[config.mk]
export PLATFORM = sky130hd
export DESIGN_NAME = hdmi_i2c_slave
export DESIGN_NICKNAME = d
export VERILOG_FILES = /design/src/rtl/hdmi_i2c_pkg.sv /design/src/rtl/i2c_in_filter.sv /design/src/rtl/hdmi_i2c_slave.sv
export SDC_FILE = /design/constraint.sdc
export NUM_CORES = 1
export LEC_CHECK = 0
export CAP_MARGIN = 20
export CELL_PAD_IN_SITES_DETAIL_PLACEMENT = 1
export CELL_PAD_IN_SITES_GLOBAL_PLACEMENT = 2
export CORE_ASPECT_RATIO = 1.75
export CORE_UTILIZATION = 41
export DETAILED_ROUTE_END_ITERATION = 7
export DONT_BUFFER_PORTS = 1
export PLACE_DENSITY_LB_ADDON = 0.1
export SETUP_SLACK_MARGIN = 0.02
export SYNTH_ARGS = -nofsm -noshare
export SYNTH_HDL_FRONTEND = slang
export SYNTH_HIERARCHICAL = 1
export SYNTH_SLANG_ARGS = --single-unit
[constraint.sdc]
create_clock -name clk -period 2.8 [get_ports clk]
set_input_delay 0.7 -clock clk [delete_from_list [all_inputs] [get_ports clk]]
set_output_delay 0.7 -clock clk [all_outputs]
set_load 0.01 [all_outputs]
[src/rtl/hdmi_i2c_pkg.sv]
// hdmi_i2c_pkg: types and widths shared by the HDMI/config I2C master and target.
package hdmi_i2c_pkg;
   localparam int ADDR_W = 16;
   localparam int DATA_W = 16;
   typedef enum logic [3:0] {
      IDLE, ADDR, ACK_ADDR, REG_H, ACK_RH, REG_L, ACK_RL,
      WR_H, ACK_WH, WR_L, ACK_WL, RD_H, MACK_H, RD_L, MACK_L
   } state_t;
   typedef enum logic [1:0] {EV_NONE, EV_START, EV_STOP} ev_t;
   function automatic logic is_bit_state(state_t s);
      return s inside {ADDR, REG_H, REG_L, WR_H, WR_L, RD_H, RD_L};
   endfunction
endpackage

[src/rtl/i2c_in_filter.sv]
// i2c_in_filter: synchronizes an asynchronous I2C pin and accepts a new level
// only after it has been stable for FILT cycles; rise/fall pulse with the update.
module i2c_in_filter #(
   parameter int FILT = 3
) (
   input  logic clk,
   input  logic rst_n,
   input  logic d,
   output logic q,
   output logic rise,
   output logic fall
);
   localparam int CW = $clog2(FILT + 1);
   logic [1:0] sync;
   logic [CW-1:0] cnt;
   logic upd;
   assign upd = sync[1] != q && cnt == CW'(FILT - 1);
   always_ff @(posedge clk or negedge rst_n) begin
      if (!rst_n) begin
         sync <= 2'b11;
         cnt <= '0;
         q <= 1'b1;
         rise <= 1'b0;
         fall <= 1'b0;
      end else begin
         sync <= {sync[0], d};
         cnt <= (sync[1] == q || upd) ? '0 : cnt + 1'b1;
         if (upd) q <= sync[1];
         rise <= upd && sync[1];
         fall <= upd && !sync[1];
      end
   end
endmodule

[src/rtl/hdmi_i2c_slave.sv]
// hdmi_i2c_slave: I2C target for 16-bit register / 16-bit data transactions,
// bridged to a synchronous register-port handshake.
module hdmi_i2c_slave import hdmi_i2c_pkg::*; #(
   parameter logic [6:0] DEV_ADDR = 7'h39,
   parameter int         FILT     = 3
) (
   input  logic              clk,
   input  logic              rst_n,
   input  logic              scl_i,
   input  logic              sda_i,
   output logic              sda_oe,
   output logic [ADDR_W-1:0] reg_addr,
   output logic [DATA_W-1:0] reg_wdata,
   output logic              reg_wr,
   output logic              reg_rd,
   input  logic [DATA_W-1:0] reg_rdata,
   output logic              busy
);
   logic scl_f, scl_rise, scl_fall, sda_f, sda_rise, sda_fall;
   logic oe, mack, rd_go;
   logic [1:0] rd_pend;
   logic [3:0] cnt;
   logic [7:0] sh, hold, lo;
   logic [6:0] tx;
   ev_t ev;
   state_t state, state_n;

   i2c_in_filter #(.FILT(FILT)) u_scl (.clk(clk), .rst_n(rst_n), .d(scl_i), .q(scl_f), .rise(scl_rise), .fall(scl_fall));
   i2c_in_filter #(.FILT(FILT)) u_sda (.clk(clk), .rst_n(rst_n), .d(sda_i), .q(sda_f), .rise(sda_rise), .fall(sda_fall));

   assign ev = !scl_f ? EV_NONE : sda_fall ? EV_START : sda_rise ? EV_STOP : EV_NONE;
   // a bus event releases SDA in the same cycle it is seen
   assign sda_oe = oe && ev == EV_NONE;

   always_comb begin
      state_n = state;
      if (ev == EV_START) state_n = ADDR;
      else if (ev == EV_STOP) state_n = IDLE;
      else if (scl_fall) begin
         if (is_bit_state(state)) begin
            if (cnt == 4'd8) state_n = (state == ADDR && sh[7:1] != DEV_ADDR) ? IDLE : state_t'(state + 4'd1);
         end else if (state == ACK_ADDR) state_n = sh[0] ? RD_H : REG_H;
         else if (state == ACK_WL) state_n = WR_H;
         else if (state == MACK_H || state == MACK_L) state_n = mack ? IDLE : state == MACK_H ? RD_L : RD_H;
         else if (state != IDLE) state_n = state_t'(state + 4'd1);
      end
   end

   always_ff @(posedge clk or negedge rst_n) begin
      if (!rst_n) begin
         state <= IDLE;
         cnt <= '0;
         sh <= '0;
         hold <= '0;
         lo <= '0;
         tx <= '0;
         mack <= 1'b1;
         oe <= 1'b0;
         busy <= 1'b0;
         rd_go <= 1'b0;
         rd_pend <= '0;
         reg_addr <= '0;
         reg_wdata <= '0;
         reg_wr <= 1'b0;
         reg_rd <= 1'b0;
      end else begin
         state <= state_n;
         reg_wr <= 1'b0;
         rd_go <= 1'b0;
         reg_rd <= rd_go;
         rd_pend <= {rd_pend[0], reg_rd};
         if (reg_wr) reg_addr <= reg_addr + 1'b1;
         if (state_n != state || ev != EV_NONE) cnt <= '0;
         else if (scl_rise && is_bit_state(state)) cnt <= cnt + 4'd1;
         if (scl_rise) begin
            mack <= sda_f;
            if (is_bit_state(state)) sh <= {sh[6:0], sda_f};
         end
         if (ev != EV_NONE) begin
            oe <= 1'b0;
            busy <= 1'b0;
         end else if (rd_pend[1] && state == RD_H) begin
            // read word arrives a few cycles into the SCL-low phase; drive its MSB now
            tx <= reg_rdata[14:8];
            lo <= reg_rdata[7:0];
            oe <= !reg_rdata[15];
         end else if (scl_fall) begin
            case (state)
               ADDR: if (cnt == 4'd8) begin
                  oe <= state_n == ACK_ADDR;
                  busy <= state_n == ACK_ADDR;
               end
               REG_H, REG_L, WR_H: if (cnt == 4'd8) begin
                  oe <= 1'b1;
                  hold <= sh;
                  if (state == REG_L) reg_addr <= {hold, sh};
               end
               WR_L: if (cnt == 4'd8) begin
                  oe <= 1'b1;
                  reg_wdata <= {hold, sh};
               end
               RD_H, RD_L: begin
                  oe <= cnt != 4'd8 && !tx[6];
                  tx <= {tx[5:0], 1'b0};
               end
               ACK_ADDR: begin
                  oe <= 1'b0;
                  rd_go <= sh[0];
               end
               ACK_WL: begin
                  oe <= 1'b0;
                  reg_wr <= 1'b1;
               end
               MACK_H: begin
                  oe <= !mack && !lo[7];
                  tx <= lo[6:0];
                  busy <= !mack;
               end
               MACK_L: begin
                  oe <= 1'b0;
                  busy <= !mack;
                  if (!mack) begin
                     reg_addr <= reg_addr + 1'b1;
                     rd_go <= 1'b1;
                  end
               end
               default: oe <= 1'b0;
            endcase
         end
      end
   end
endmodule

==> run summary <==
The run gives 0 as the final-report hold violation count. The tools report the maximum clock path buffer count as 2. Startpoint-to-endpoint class of the critical path: flop to flop. The run gives 3.03 ns as the required time at the endpoint of the critical path. The worst slew margin relative to its limit is 52.54%, and the ratio of routed vias to standard cells is 5.813. The number of buffers created by CTS is 9. The routed design has 15500 µm of wire.

The number of antenna violations at the first check in global routing came out at 0. Clock-pin slew was measured on the worst setup and hold paths at 0.07 ns. The pre-antenna-repair detailed-routing pass consisted of 6 iterations.

Number of buffers inserted by port buffering: 0. In this run, the combinational gates consume 25.1% of the power. The run finished with clean final reports. The tools report the slack of the worst reg-to-reg path as 0.14 ns. For this configuration, the core starts out at a cell density of 42.20%.

The number of DRC markers in iteration 0 is 119, and the maximum number of pins on one net before global-route repair is 94. During synthesis, Yosys emitted a total of 6 warnings. Dividing total power by cell area gives a power density of 653.0 mW/mm².

The minimum period implied by the final worst setup slack is 2.662 ns. The floorplan step defined a die boundary enclosing 0.01334 mm². The diode insertion count for antenna repair was 0; the overflow left after global routing was 0. The count of nets left with antenna violations once routing finished came out at 0.

Synthesis inferred 93 register bits. The tools report the worst-skew pair later-pin latency as 0.35 ns. The critical path goes through buf_4 -> ha_1 -> nand4b_1 -> and3_1 -> and3_1 -> mux2_2.

In this run the worst path has a maximum fanout of 11. The worst hold path belongs to the class primary input to asynchronous set/reset pin. Pin placement for this block handled 56 I/O pins. The logs give 0.005275 mm² for the post-synthesis instance area and 0 for the number of remaining DRC errors. Buffer cell driving the clock tree root: sky130_fd_sc_hd__clkbuf_16.

In the final timing run, aggregate negative setup slack is 0 ns. The final-report setup violation count is 0. Die extent in y: 152.1 µm.

The logs give 42.6% for the power share of the sequential group and 54 for the row count. Broken down by cell family, the worst path's largest delay share belongs to simple AND/OR/NAND/NOR gates. The first-pass GRT wire length was 24830 µm; the detailed placer's ending HPWL was 11700 µm. Among the stages of the critical path, the cell type that occurs most often is sky130_fd_sc_hd__and3_1. Share of synthesized registers carrying an async set or reset: 100.0%. The measured slew at the worst slew-check pin was 0.7119 ns; the share of synthesized area occupied by flip-flops and latches was 44.28%. For the post-synthesis net count, the log shows 548.

Each instance of the synthesized netlist takes up on average 10.16 µm². For this design, the sink count on the clock tree is 93. The detailed-route wire length per cell is 22.01 µm. The maximum operating frequency was 375.6 MHz; the number of violations of the max-capacitance limit was 0. IR analysis of the VDD net gives a maximum drop of 0.3492 mV. The worst setup path is captured at a flop. The biggest cell delay along the critical path came out at 0.47 ns. The largest individual stage delay along the critical path comes from the cell sky130_fd_sc_hd__and3_1. Of the total power, the share spent switching nets is 35.06%.

STA classifies the critical path startpoint as a flop. The tools report the number of global-route vias before repair as 4367. The congestion estimate from routability-driven global placement came to 0.9057. Data arrives at the worst endpoint at 2.89 ns. For this design the static power due to leakage is 2.453 nW. After technology mapping, the gate count stands at 519. The maximum clock skew at final layout is 0.01052 ns, and the final critical-path share of the clock period is 95.08%. The tools report the count of pins over their slew limit as 0.

Detailed routing inserted a total of 4092 vias. The floorplan step set the die width to 87.75 µm. In the final design database the tool counted 560 nets. For this run, the total global-route usage over all layers was measured as 24.83%. The H-tree was split into 3 levels.

Setup repair after global routing could not meet its margin everywhere. Counting distinct cell types in the post-synthesis netlist gives 69. Among all flip-flop cells after synthesis, the most frequent one is sky130_fd_sc_hd__dfrtp_1.

The overall power consumption was 3.804 mW. Relative to the synthesized area, the layout overhead comes to 10.44%. The core region is 0.01250 mm².

The sum of buffers and inverters on the critical path works out to 1. In this run, synthesis inferred 0 flip-flops with an integrated enable. The logs give 2.471 mW for the internal power of the cells and 32.3% for the share of power burned in the clock network. Share of post-route cells with drive strength above 1: 22.57%. TritonCTS built the clock tree.

The run gives 0 as the number of hold buffers added after cts. Net load switching power: 1.334 mW.
## final cells by class
class                   count  area, µm²
well taps                 168      210.2
multi-input cells         380       2685
fillers                  1405       6674
clock buffers               9      225.2
clock inverters             7      75.07
flip-flops and latches     93       2337
inverters                  16      60.06
repair buffers             31      232.7
## flip-flops by register name, indices dropped and copies added, names as in the netlist, 2 cells and up
name	flops
u_sda/sync	2
u_sda/cnt	2
reg_addr	16
lo	8
u_scl/cnt	2
cnt	4
reg_wdata	16
sh	8
tx	7
hold	8
state	4
u_scl/sync	2
rd_pend	2
## layer usage
metal | share of wire (%) | vias up | GRT usage (%)
li1 | - | 1918 | -
met1 | 37 | 2077 | 27.81
met2 | 57 | 72 | 45.74
met3 | 2.4 | 25 | 3.531
met4 | 3.4 | 0 | 9.524
met5 | 0 | - | 0
## cell families (layout without fill, tap and decap cells)
logic type	count (synthesis)	in the layout	share of synthesized area, %
xor+xnor	21	21	3.487
compound gates	123	123	16.15
fa+ha+maj	9	9	2.135
simple gates	170	170	17.17
mux	57	57	11.88
buf+inv	46	63	4.886
flops	93	93	44.28
## worst reg2reg max path, cell delays in order (launching register included)
cell and delay [ns]:
sky130_fd_sc_hd__dfrtp_1 0.42, sky130_fd_sc_hd__buf_4 0.17, sky130_fd_sc_hd__ha_1 0.33, sky130_fd_sc_hd__nand4b_1 0.30, sky130_fd_sc_hd__and3_1 0.47, sky130_fd_sc_hd__and3_1 0.47, sky130_fd_sc_hd__mux2_2 0.39
## placed cells by master (no fill, tap or decap), types with 5 or more instances in the layout
cell	n
sky130_fd_sc_hd__and3_1	9
sky130_fd_sc_hd__nor2_1	25
sky130_fd_sc_hd__nor2b_1	5
sky130_fd_sc_hd__a21oi_1	15
sky130_fd_sc_hd__mux2i_1	11
sky130_fd_sc_hd__xnor2_1	14
sky130_fd_sc_hd__nand3_1	20
sky130_fd_sc_hd__xor2_1	7
sky130_fd_sc_hd__ha_1	9
sky130_fd_sc_hd__nor3_1	16
sky130_fd_sc_hd__dfrtp_1	85
sky130_fd_sc_hd__o22ai_1	12
sky130_fd_sc_hd__o21ai_1	5
sky130_fd_sc_hd__a22oi_1	7
sky130_fd_sc_hd__nand2_1	52
sky130_fd_sc_hd__a31oi_1	5
sky130_fd_sc_hd__dfstp_2	7
sky130_fd_sc_hd__inv_1	15
sky130_fd_sc_hd__nor4_1	8
sky130_fd_sc_hd__mux2_2	45
sky130_fd_sc_hd__o211ai_1	6
sky130_fd_sc_hd__o21ai_0	35
sky130_fd_sc_hd__buf_4	31
sky130_fd_sc_hd__clkbuf_16	9
## synthesized netlist by cell type, drive strengths merged, types with 4 or more instances
cell type / n / share of area (%)
xnor2: 14 / 2.3
nor2b: 6 / 0.76
o21a: 4 / 0.57
dfrtp: 86 / 41
dfstp: 7 / 3.5
mux2i: 12 / 2.3
o22ai: 12 / 1.4
clkbuf: 8 / 0.59
nor2: 27 / 2.4
nand2b: 4 / 0.47
o211ai: 6 / 0.85
and3: 9 / 1.1
xor2: 7 / 1.2
o21ai: 40 / 3.8
a22oi: 7 / 1.0
inv: 16 / 1.1
a21oi: 15 / 1.4
a31oi: 6 / 1.0
nand3: 20 / 1.9
mux2: 45 / 9.6
ha: 9 / 2.1
o31a: 4 / 0.66
nor4: 8 / 0.95
nor3: 19 / 2.1
and2: 4 / 0.47
nand2: 52 / 3.7
buf: 22 / 3.2
## power by group through the flow
stage	Combinational, mW	Sequential (mW)	Clock (mW)
after CTS	0.964	1.62	1.27
after floorplan	0.728	1.55	0
final	0.957	1.62	1.23
after detailed placement	0.959	1.64	0
after global placement	0.938	1.64	0
after global routing	1.06	1.64	1.32
## through the flow
| step | setup WS, ns | util [%] | area [µm²] | hold WS (ns) | std cells |
|---|---|---|---|---|---|
| after floorplan | 0.5051 | - | 5275 | 0.3312 | 519 |
| after global placement | 0.2016 | 44.16 | 5520 | 0.3397 | 688 |
| after detailed placement | 0.1668 | 44.16 | 5520 | 0.3373 | 688 |
| after CTS | 0.1439 | 46.57 | 5821 | 0.02985 | 704 |
| after global routing | 0.003288 | 46.61 | 5826 | 0.02338 | 704 |
| final | 0.1378 | 46.61 | 5826 | 0.04193 | 704 |
## timing repair
item,4_1_cts,5_1_grt
resized for setup,0,3
setup buffers,0,0
endpoints found under the hold margin,0,0
setup endpoints to repair,0,6
## worst paths after layout
path / from / end / depth (start not counted)
worst max-delay path: state[0] / hold[4] / 6
worst min-delay path: rst_n / reg_addr[10] / 0
worst max register to register: state[0] / hold[4] / 6
worst min register to register: u_sda/sync[0] / u_sda/sync[1] / 0
max in group asynchronous: rst_n / mack / 0
min in group clk: sda_i / u_sda/sync[0] / 0
No activity file was read; power rests on OpenSTA's default activity.
